[src/rtl/elevator_pkg.sv]
// Shared definitions for the floor call dispatcher: FSM state encoding,
// travel direction codes, floor number width and the default floor count.
// No logic lives here; every dispatcher file imports this package.
package elevator_pkg;

  localparam int FLOOR_W      = 3;   // floors 1..7 fit, 0 means "unknown/none"
  localparam int N_FLOORS_DEF = 4;

  typedef enum logic [1:0] {
    ST_IDLE   = 2'd0,
    ST_ISSUE  = 2'd1,
    ST_TRAVEL = 2'd2,
    ST_DOOR   = 2'd3
  } state_t;

  typedef enum logic [1:0] {
    DIR_IDLE = 2'b00,
    DIR_UP   = 2'b01,
    DIR_DOWN = 2'b10
  } dir_t;

endpackage

[src/rtl/scan_select.sv]
// SCAN target choice: nearest pending floor in the last travel direction,
// else nearest pending floor in the opposite direction. Purely combinational.
// No handshake; the result is sampled by the dispatcher FSM in IDLE.
// Ports: pending (call latch), current_floor, last_dir (dir code) in;
//        floor (chosen floor, 0 if none), found out.
import elevator_pkg::*;

module scan_select #(
  parameter int N_FLOORS = N_FLOORS_DEF
) (
  input  logic [N_FLOORS-1:0] pending,
  input  logic [FLOOR_W-1:0]  current_floor,
  input  logic [1:0]          last_dir,
  output logic [FLOOR_W-1:0]  floor,
  output logic                found
);

  logic [FLOOR_W-1:0] up_floor;
  logic [FLOOR_W-1:0] dn_floor;
  logic               up_found;
  logic               dn_found;

  always_comb begin
    up_floor = '0;
    up_found = 1'b0;
    dn_floor = '0;
    dn_found = 1'b0;
    // Walk downward so the last hit above the car is the closest one.
    for (int i = N_FLOORS - 1; i >= 0; i--) begin
      if (pending[i] && (FLOOR_W'(i + 1) > current_floor)) begin
        up_floor = FLOOR_W'(i + 1);
        up_found = 1'b1;
      end
    end
    // Walk upward so the last hit below the car is the closest one.
    for (int i = 0; i < N_FLOORS; i++) begin
      if (pending[i] && (FLOOR_W'(i + 1) < current_floor)) begin
        dn_floor = FLOOR_W'(i + 1);
        dn_found = 1'b1;
      end
    end
  end

  always_comb begin
    floor = '0;
    found = 1'b0;
    if (last_dir == DIR_DOWN) begin
      if (dn_found) begin
        floor = dn_floor;
        found = 1'b1;
      end else if (up_found) begin
        floor = up_floor;
        found = 1'b1;
      end
    end else begin
      if (up_found) begin
        floor = up_floor;
        found = 1'b1;
      end else if (dn_found) begin
        floor = dn_floor;
        found = 1'b1;
      end
    end
  end

endmodule

[src/rtl/floor_call_dispatcher.sv]
// Elevator call dispatcher: latches floor calls, picks SCAN targets, runs the door timer.
// Latency: call edge -> pending next cycle; pending -> target_valid one cycle later.
// Backpressure: target held stable while target_ready is low; calls keep latching meanwhile.
// Ports: iCLK/iRST (async active-high), call_btn, current_floor, arrived, target_ready in;
//        target_floor/target_valid, pending (lamps), door_open, dir out.
import elevator_pkg::*;

module floor_call_dispatcher #(
  parameter int N_FLOORS    = N_FLOORS_DEF,
  parameter int DOOR_CYCLES = 100000000
) (
  input  logic                iCLK,
  input  logic                iRST,
  input  logic [N_FLOORS-1:0] call_btn,
  input  logic [2:0]          current_floor,
  input  logic                arrived,
  input  logic                target_ready,
  output logic [2:0]          target_floor,
  output logic                target_valid,
  output logic [N_FLOORS-1:0] pending,
  output logic                door_open,
  output logic [1:0]          dir
);

  localparam int                CNT_W     = $clog2(DOOR_CYCLES + 1);
  // Counter holds the number of door cycles still to go after the current one.
  localparam logic [CNT_W-1:0] DOOR_LAST = CNT_W'(DOOR_CYCLES - 1);

  state_t             state;
  dir_t               last_dir;
  logic [2:0]         tgt;        // accepted target, kept after target_floor drops to 0
  logic [N_FLOORS-1:0] btn_q;
  logic [CNT_W-1:0]   door_cnt;

  logic [N_FLOORS-1:0] call_edge;
  logic [N_FLOORS-1:0] cur_bit;
  logic [N_FLOORS-1:0] tgt_bit;
  logic [N_FLOORS-1:0] set_mask;
  logic [N_FLOORS-1:0] clr_mask;
  logic                cur_hit;
  logic                door_restart;
  logic [2:0]          scan_floor;
  logic                scan_found;

  scan_select #(.N_FLOORS(N_FLOORS)) u_scan (
    .pending       (pending),
    .current_floor (current_floor),
    .last_dir      (last_dir),
    .floor         (scan_floor),
    .found         (scan_found)
  );

  always_comb begin
    cur_bit = '0;
    tgt_bit = '0;
    // Floor 0 or an out-of-range floor decodes to no bit at all.
    for (int i = 0; i < N_FLOORS; i++) begin
      cur_bit[i] = (current_floor == 3'(i + 1));
      tgt_bit[i] = (tgt == 3'(i + 1));
    end
    call_edge    = call_btn & ~btn_q;
    cur_hit      = (state == ST_IDLE) && |(pending & cur_bit);
    door_restart = (state == ST_DOOR) && |(call_edge & cur_bit);
    // A call for the floor the door is open at only extends the door.
    set_mask     = (state == ST_DOOR) ? (call_edge & ~cur_bit) : call_edge;
    clr_mask     = '0;
    if (cur_hit)
      clr_mask = cur_bit;
    else if ((state == ST_TRAVEL) && arrived)
      clr_mask = tgt_bit;
  end

  always_ff @(posedge iCLK or posedge iRST) begin
    if (iRST) begin
      state        <= ST_IDLE;
      last_dir     <= DIR_UP;
      tgt          <= '0;
      btn_q        <= '0;
      door_cnt     <= '0;
      pending      <= '0;
      target_floor <= '0;
      target_valid <= 1'b0;
      door_open    <= 1'b0;
      dir          <= DIR_IDLE;
    end else begin
      btn_q   <= call_btn;
      // Clear is applied last so it wins over a same-cycle call edge.
      pending <= (pending | set_mask) & ~clr_mask;
      case (state)
        ST_IDLE: begin
          if (cur_hit) begin
            state     <= ST_DOOR;
            door_open <= 1'b1;
            door_cnt  <= DOOR_LAST;
            dir       <= DIR_IDLE;
          end else if (scan_found && (current_floor != 3'd0)) begin
            state        <= ST_ISSUE;
            tgt          <= scan_floor;
            target_floor <= scan_floor;
            target_valid <= 1'b1;
            if (scan_floor > current_floor) begin
              dir      <= DIR_UP;
              last_dir <= DIR_UP;
            end else begin
              dir      <= DIR_DOWN;
              last_dir <= DIR_DOWN;
            end
          end else begin
            dir <= DIR_IDLE;
          end
        end
        ST_ISSUE: begin
          if (target_ready) begin
            state        <= ST_TRAVEL;
            target_valid <= 1'b0;
            target_floor <= '0;
          end
        end
        ST_TRAVEL: begin
          if (arrived) begin
            state     <= ST_DOOR;
            door_open <= 1'b1;
            door_cnt  <= DOOR_LAST;
            dir       <= DIR_IDLE;
          end
        end
        ST_DOOR: begin
          if (door_restart) begin
            door_cnt <= DOOR_LAST;
          end else if (door_cnt == '0) begin
            state     <= ST_IDLE;
            door_open <= 1'b0;
          end else begin
            door_cnt <= door_cnt - 1'b1;
          end
        end
        default: state <= ST_IDLE;
      endcase
    end
  end

endmodule
[config.mk]
export PLATFORM = sky130hd
export DESIGN_NAME = floor_call_dispatcher
export DESIGN_NICKNAME = d
export VERILOG_FILES = /design/src/rtl/elevator_pkg.sv /design/src/rtl/scan_select.sv /design/src/rtl/floor_call_dispatcher.sv
export SDC_FILE = /design/constraint.sdc
export NUM_CORES = 1
export LEC_CHECK = 0
export CORE_AREA = 5 5 83 85
export DETAILED_ROUTE_END_ITERATION = 6
export DIE_AREA = 0 0 88 90
export PLACE_DENSITY = 0.68
export SLEW_MARGIN = 30
export SYNTH_ARGS = -nofsm -noshare
export SYNTH_HDL_FRONTEND = slang
export SYNTH_SLANG_ARGS = --single-unit
[constraint.sdc]
create_clock -name iCLK -period 2.8 [get_ports iCLK]
set_clock_uncertainty 0.1 [all_clocks]
set_input_delay 0.28 -clock iCLK [delete_from_list [all_inputs] [get_ports iCLK]]
set_output_delay 0.28 -clock iCLK [all_outputs]
set_load 0.05 [all_outputs]
# Word level (Yosys, flattened, before mapping)
# Index checks and enable logic that the tools add are counted.
[word_totals]
reg_bits = 49
input_bits = 11
out_inout_bits = 11
[classes]
n_eq_ne = 21
muxes = 59
magnitude_cmp = 9
reduce_logical = 26
addsub = 1
bitwise_logic = 10
[ops]
columns = ["operator", "count"]
rows = [
  ["27-bit two-way mux", 4],
  ["27-bit one-hot mux with 3 select lines", 1],
  ["3-bit two-way mux", 13],
  ["27-bit logical NOT", 1],
  ["27-bit by 1-bit subtractor with 27-bit output, second input constant", 1],
  ["2-bit two-way mux", 12],
  ["1-bit two-way mux", 21],
  ["4-bit AND", 5],
  ["3-bit by 2-bit equality test with 1-bit output, second input constant", 4],
  ["1-bit logical AND", 12],
  ["4-bit two-way mux", 3],
  ["4-bit inverter", 3],
  ["2-bit inequality test, second input constant", 5],
  ["5-bit AND reduction", 2],
  ["2-bit one-hot mux with 4 select lines", 1],
  ["4-bit AND reduction", 2],
  ["4-bit OR reduction", 2],
  ["2-bit equality test, second input constant", 3],
  ["3-bit by 1-bit equality test with 1-bit output, second input constant", 2],
  ["3-bit equality test, second input constant", 2],
  ["2-bit by 3-bit > comparator with 1-bit output, first input constant", 2],
  ["2-bit by 3-bit less-than comparator with 1-bit output, first input constant", 2],
  ["3-bit one-hot mux with 2 select lines", 1],
  ["3-bit nonzero test", 2],
  ["other kinds (18)", 20],
]

# Logic depth before layout (Yosys ltp)
# Gate-level depths: netlist of run 1.
[logic_depth]
ltp_word = 14
depth_mapped = 13
depth_no_buf = 11

# Modules after synthesis
# From an unflattened synthesis of run 1, not the netlist that was laid out.
[unflattened]
hier_cells = 324
hier_area_um2 = 2974.1
[by_module_without_submodules]
columns = ["module", "area_each_um2", "cells_per_inst", "instances"]
rows = [
  ["floor_call_dispatcher", 2722.6, 288, 1],
  ["scan_select", 251.5, 36, 1],
]

# Worst setup path after synthesis of run 1
# No wires, ideal clock.
[synth_timing]
path_kind = "flip-flop to flip-flop"
from = "register pending[0]"
to = "register last_dir[1]"
path_buffers = 0
stages_incl_launch_ff = 11
setup_time_ps = 119
required_time_ps = 2581
slack_ps = 250
synth_period_minus_slack_ps = 2550
arrival_ps = 2331
cell_sequence = "dfrtp_1 nand2b_1 a22oi_1 o21ai_0 a32o_1 ha_1 a21o_1 a21oi_1 a31oi_1 nand2_1 o21a_1"
[synth_via]
elab_chain_len = 10
[synth_rtl]
columns = ["item", "line", "text"]
rows = [
  ["start, declared", "floor_call_dispatcher.sv:20", "output logic [N_FLOORS-1:0] pending,"],
  ["start signal, assigned", "floor_call_dispatcher.sv:88", "pending <= (pending | set_mask) & ~clr_mask;"],
  ["1-bit logical AND", "scan_select.sv:37", "if (pending[i] && (FLOOR_W'(i + 1) < current_floor)) begin"],
  ["1-bit two-way mux (4 in a row)", "scan_select.sv:37", ""],
  ["3-bit two-way mux", "scan_select.sv:59", "end else if (dn_found) begin"],
  ["3-bit two-way mux", "scan_select.sv:56", "if (up_found) begin"],
  ["3-bit two-way mux *", "scan_select.sv:47", "if (last_dir == DIR_DOWN) begin"],
  ["net scan_floor[1]", "floor_call_dispatcher.sv:42", "logic [2:0] scan_floor;"],
  ["3-bit > comparator *", "floor_call_dispatcher.sv:101", "if (scan_floor > current_floor) begin"],
  ["2-bit two-way mux *", "floor_call_dispatcher.sv:101", ""],
  ["end signal, assigned", "floor_call_dispatcher.sv:76", "last_dir <= DIR_UP;"],
  ["end signal, assigned", "floor_call_dispatcher.sv:103", "last_dir <= DIR_UP;"],
  ["end signal, assigned", "floor_call_dispatcher.sv:106", "last_dir <= DIR_DOWN;"],
  ["end, declared", "floor_call_dispatcher.sv:30", "dir_t last_dir;"],
]
# The timed path passes the listed nets; every way through them passes the cells marked *.
# A chain may end at the register's enable or synchronous reset.

# Final worst setup path of run 1
[layout_timing]
from = "register door_cnt[15]"
to = "register door_cnt[2]"
[layout_via]
elab_chain_len = 3
[layout_rtl]
columns = ["item", "line", "text"]
rows = [
  ["start, declared", "floor_call_dispatcher.sv:33", "logic [CNT_W-1:0] door_cnt;"],
  ["start signal, assigned", "floor_call_dispatcher.sv:134", "door_cnt <= door_cnt - 1'b1;"],
  ["27-bit logical NOT", "floor_call_dispatcher.sv:130", "end else if (door_cnt == '0) begin"],
  ["3-bit inequality test (no line)", "n/a", ""],
  ["4-bit AND reduction (no line)", "n/a", ""],
]
# Every way passes these cells.

==> metrics.txt, run 1 <==
Clock Root Buffer=clkbuf_8; initial antenna violation count=0; routed len/inst=15.2 um; Slowest-stage cell, CP=or4_1; PnR worst setup slack=247 ps; Power Internal=1680 uW; WL final=6620 um; VDD IR max=0.551 mV; Final Max Tran Viols=0; clock share of power=between 10% and 20%; Cell Chain, Critical Path=or4_1 > nor4_4 > nand4_4 > o21a_1 > a221o_1; GRT Total Usage=17.8%; minimum hold slack=323 ps; RSZ-0062 raised after global routing=false; Mapped Nets=334; Mapped Cells=315; # setup viols final=0; Top Ports=22; share of layout cells above drive strength 1=11.7%; insertion delay to the later sink of the worst-skew pair=around 310 ps; row count=29; DR pass1 iterations=5; Initial Util=47.2%; Avg Cell Area, Syn=9.19 sq um; Logic pwr share=49.1%; Data arrival, critical path=2650 ps; DRC violations left=0; Critical Path Start Type=register; Sw Ratio=42.9%; largest cells by area after synthesis=dfrtp_1 41%, nand2_1 4.1%, ha_1 3.5%; switching pwr=1260 uW; Post-DP Area=3360 sq um; Die ar.=7920 sq um; Tmin final=2550 ps; Yosys warnings=0; Reg power frac=32.7%; Pwr Density=about 850 nW/um^2; crit-path max FO=10; die width=88 um; Synth Flop Type=dfrtp_1; Yosys top cell area share=41.5%; Placed Cells=~430; Hold Vio Cnt, Final=0; Synth area leader=dfrtp_1; HPWL after DPL=just under 5000 um; Net count, final=376; CTS sink count=49; max cap viols=0; Design Area, Final=approximately 3500 sq um; Async S/R FF share, synth=100%; Netlist cell types=56; CTS tree=done; # Post-CTS Setup Buffers=0; Critical Path Max Stage Delay=600 ps; register area share after synthesis=42.4%; EDFF count, synth=0; worst path required time=2890 ps; initial DRC count=94; CTS H-tree lvls=2; WS Path Type=register to register; grt ovf=0; antenna cells=0; worst hold-check path type=primary input to register; Via-to-Cell Ratio=5.79; vias in the first global route=2482; first-pass GRT wire length=11400 um; Worst-Margin Slew=611 ps; largest net degree at the start of global routing=50; pre-CTS setup slack=-33.4 ps; Lkg Pwr=0.00136 uW; RD Place Congestion=0.868; CTS-repair resized insts=0; clk buf depth=2; Die Span Y=90 um; Total Power=2950 uW; period utilization=91.2%; Final Non-Filler Cells=435; area grow syn2layout=20.3%; relative slew slack=59.2%; clock-pin slew on the worst setup and hold paths=90 ps; most frequent cells in the layout=48 x dfrtp_1, 32 x nand2_1, 25 x nor2_1; Core ar.=6130 sq um; Buffers on Ports=21; Mapped Area=2900 sq um; highest clock rate=roughly 0.4 GHz; Critical Path Sink Type=register; Synth Register Bits=49; via count=2517; status=finished, final reports clean; Hold Buf Count CTS=0; CTS buffer count=5; ANT nets after route=0; most common cell after layout, fill and taps aside=dfrtp_1
worst max-delay path, delay by kind of cell (launching register included):
| family | cells | cell delay [ps] |
|---|---|---|
| compound gates | 2 | 740 |
| flops | 1 | 410 |
| simple gates | 3 | 1190 |
per-stage QoR:
step	TNS, ps	utilization [%]
4_1_cts	0	56.8
6_report	0	56.8
2_1_floorplan	0	-
3_5_place_dp	-48.1	54.8
5_1_grt	0	56.8
3_3_place_gp	0	54.8
cells in the mapped netlist (2+ instances only):
library cell / count
nand2b_1: 8
o21ai_1: 3
clkbuf_1: 8
inv_1: 18
and4b_1: 2
nor2b_1: 6
nand4bb_1: 2
a31oi_1: 5
mux2i_1: 2
ha_1: 8
nor2_1: 25
buf_2: 2
or3_1: 6
nand4_1: 2
and2_1: 3
o31ai_1: 7
nor3b_1: 4
xor2_1: 10
nor3_1: 7
nand3_1: 6
o21a_1: 4
o211ai_1: 12
and3_1: 3
a32oi_1: 2
or4_1: 8
a21oi_1: 17
o2111ai_1: 3
nor4_1: 5
dfrtp_1: 48
o21ai_0: 17
nand2_1: 32
and4_1: 2
a311oi_1: 3
a22oi_1: 2
o2bb2ai_1: 2
layer usage:
metal	vias up	wire, um	track usage (%)	part of all wire, %
met2	52	3300	30.1	50
met3	10	246	3.20	3.7
met1	1207	2970	22.6	45
li1	1248	-	-	-
met5	-	0	0	0
met4	0	106	5.63	1.6
final cells by class:
class	count	area [sq um]
Multi-Input combinational cell	237	1550
Sequential cell	49	1230
Inverter	18	67.6
Timing Repair Buffer	46	423
Clock buffer	6	82.6
Fill cell	554	2650
Tap cell	77	96.3
Clock inverter	2	37.5
kinds of logic after synthesis:
family	share of synthesized area, %
DFF	42.4
and+or+nand+nor	24.0
xor gates and xnor gates	3.33
adders and majority gates	3.46
buffers and inverters	4.11
AOI/OAI and AO/OA	22.0
muxes	0.691
power groups by stage:
stage | combinational, uW | clock [uW] | sequential [uW]
2_1_floorplan | 729 | 0 | 1160
3_3_place_gp | 1440 | 0 | 971
3_5_place_dp | 1450 | 0 | 975
4_1_cts | 1450 | 550 | 962
5_1_grt | 1570 | 571 | 981
6_report | 1450 | 537 | 962
worst paths after layout:
| check | from | endpoint | slack, ps | cells after the start |
|---|---|---|---|---|
| worst max register to register | door_cnt[15]$_DFFE_PP0P_ | door_cnt[2]$_DFFE_PP0P_ | 250 | 5 |
| worst max-delay path | door_cnt[15]$_DFFE_PP0P_ | door_cnt[2]$_DFFE_PP0P_ | 250 | 5 |
| max in group asynchronous | iRST | door_cnt[6]$_DFFE_PP0P_ | 1850 | 3 |
| min in group asynchronous | iRST | door_cnt[22]$_DFFE_PP0P_ | 340 | 3 |
| worst min register to register | last_dir[0]$_DFFE_PP1P_ | last_dir[0]$_DFFE_PP1P_ | 380 | 2 |
| worst min-delay path | call_btn[1] | btn_q[1]$_DFF_PP0_ | 320 | 1 |
flip-flops by register name (all words and copies together), names as in the netlist:
register,count
last_dir,2
btn_q,4
door_open,1
target_floor,3
state,2
tgt,3
dir,2
target_valid,1
pending,4
door_cnt,27
Note: power is estimated with default switching activity, not from simulation.
==> run 2: changes to the inputs <==
--- a/config.mk
+++ b/config.mk
@@ -8,6 +8,8 @@
 export CORE_AREA = 5 5 83 85
 export DETAILED_ROUTE_END_ITERATION = 6
 export DIE_AREA = 0 0 88 90
+export HOLD_SLACK_MARGIN = 0.08
+export MAX_ROUTING_LAYER = met4
 export PLACE_DENSITY = 0.68
 export SLEW_MARGIN = 30
 export SYNTH_ARGS = -nofsm -noshare
==> metrics.txt, run 2 (synthesized netlist as in run 1, its figures left out) <==
status=finished, final reports clean; Worst-Margin Slew=642 ps; clock-pin slew on the worst setup and hold paths=roughly 90 ps; Final Max Tran Viols=0; biggest regs=door_cnt: 27 flops, btn_q: 4 flops, pending: 4 flops; WL final=6530 um; crit-path max FO=10; first-pass GRT wire length=11400 um; routed len/inst=14.9 um; DRC violations left=0; CTS H-tree lvls=2; most frequent cells in the layout=48 x dfrtp_1, 32 x nand2_1, 29 x buf_4; switching pwr=1240 uW; clk buf depth=2; RD Place Congestion=0.854; # setup viols final=0; Die ar.=7920 sq um; initial antenna violation count=0; Lkg Pwr=0.00135 uW; relative slew slack=57.1%; VDD IR max=0.544 mV; period utilization=91.9%; Hold Vio Cnt, Final=0; CTS buffer count=5; Die Span Y=roughly 90 um; # Post-CTS Setup Buffers=0; Top Ports=22; antenna cells=0; CTS tree=done; most common cell after layout, fill and taps aside=dfrtp_1; max FFs per register=27; die width=88 um; share of layout cells above drive strength 1=12.4%; max cap viols=0; GRT Total Usage=between 10% and 20%; grt ovf=0; Power Internal=1540 uW; Initial Util=between 40% and 50%; CTS-repair resized insts=0; highest clock rate=between 0.3 and 0.4 GHz; Placed Cells=431; Data arrival, critical path=2650 ps; Logic pwr share=between 50% and 60%; Slowest-stage cell, CP=or4_1; Critical Path Max Stage Delay=600 ps; Via-to-Cell Ratio=5.64; Buffers on Ports=21; Reg power frac=34.5%; Critical Path Sink Type=register; Sw Ratio=44.6%; area grow syn2layout=19.4%; Critical Path Start Type=register; Core ar.=6130 sq um; vias in the first global route=2461; DR pass1 iterations=4; Pwr Density=807 nW/um^2; Cell Chain, Critical Path=or4_1 > nor4_4 > nand4_4 > o21a_1 > a221o_1; Final Non-Filler Cells=about 440; largest net degree at the start of global routing=33; HPWL after DPL=5050 um; Crit. Startpoint=door_cnt[15]$_DFFE_PP0P_; setup tns final=0 ps; WS Path Type=register to register; FILL cells=516; largest register by flop count=door_cnt; RSZ-0062 raised after global routing=false; ANT nets after route=0; insertion delay to the later sink of the worst-skew pair=300 ps; Total Power=2790 uW; initial DRC count=around 130; row count=29; via count=2474; Tmin final=2570 ps; worst r2r src=door_cnt[15]$_DFFE_PP0P_; worst hold-check path type=primary input to asynchronous set/reset pin; Clock Root Buffer=clkbuf_8; CTS sink count=49; worst path required time=roughly 2900 ps; Hold Buf Count CTS=0; Net count, final=380; clock share of power=14.8%
[run 2: power by group through the flow]
stage / Clock, uW / Combinational (uW) / Sequential, uW
2_1_floorplan: 0 / 729 / 1160
3_3_place_gp: 0 / 1400 / 971
3_5_place_dp: 0 / 1420 / 975
4_1_cts: 434 / 1420 / 961
5_1_grt: 460 / 1540 / 986
6_report: 412 / 1410 / 962
[run 2: worst max-delay path: cells and delay by family, from the launching register on]
kind / cells / cell delay, ps
AOI/OAI and AO/OA: 2 / 760
DFF: 1 / 410
and+or+nand+nor: 3 / 1200
[run 2: worst paths after layout]
path,to,cells past startpoint,slack (ps)
setup / recovery,door_cnt[2]$_DFFE_PP0P_,5,230
hold / removal,door_cnt[15]$_DFFE_PP0P_,2,280
setup reg to reg,door_cnt[2]$_DFFE_PP0P_,5,230
hold reg to reg,last_dir[0]$_DFFE_PP1P_,2,370
max in group asynchronous,tgt[2]$_DFFE_PP0P_,3,1730
min in group iCLK,btn_q[3]$_DFF_PP0_,1,330
[run 2: layout make-up]
cell class              instances  area [sq um]  share of cell area [%]
well taps                      77          96.3                    2.79
inverters                      18          67.6                    1.96
clock buffers                   6          72.6                    2.10
flip-flops and latches         49          1230                    35.5
repair buffers                 50           428                    12.4
clock inverters                 2          15.0                   0.434
multi-input cells             237          1550                    44.8
[run 2: routing by layer]
| layer | up-vias | track usage [%] | wire length, um |
|---|---|---|---|
| met5 | - | - | 0 |
| met4 | 0 | 4.99 | 68 |
| met3 | 6 | 2.65 | 155 |
| met2 | 28 | 28.7 | 3310 |
| met1 | 1184 | 23.7 | 2990 |
| li1 | 1256 | - | - |
[run 2: through the flow]
step | worst slack, ps | util [%] | instance area [sq um] | hold slack (ps)
detailed placement | -17.9 | 54.9 | 3370 | 362
global route | 97.7 | 56.4 | 3460 | 319
CTS | 239 | 56.4 | 3460 | 310
global placement | -36.7 | 54.9 | 3370 | 346
finish | 227 | 56.4 | 3460 | 284
floorplan | 250 | - | 2900 | 211
==> run 3: changes to the inputs <==
--- a/config.mk
+++ b/config.mk
@@ -5,6 +5,7 @@
 export SDC_FILE = /design/constraint.sdc
 export NUM_CORES = 1
 export LEC_CHECK = 0
+export CAP_MARGIN = 20
 export CORE_AREA = 5 5 83 85
 export DETAILED_ROUTE_END_ITERATION = 6
 export DIE_AREA = 0 0 88 90
==> results of run 3 <==
The final DEF is identical to that of run 2; final timing and power are the same.
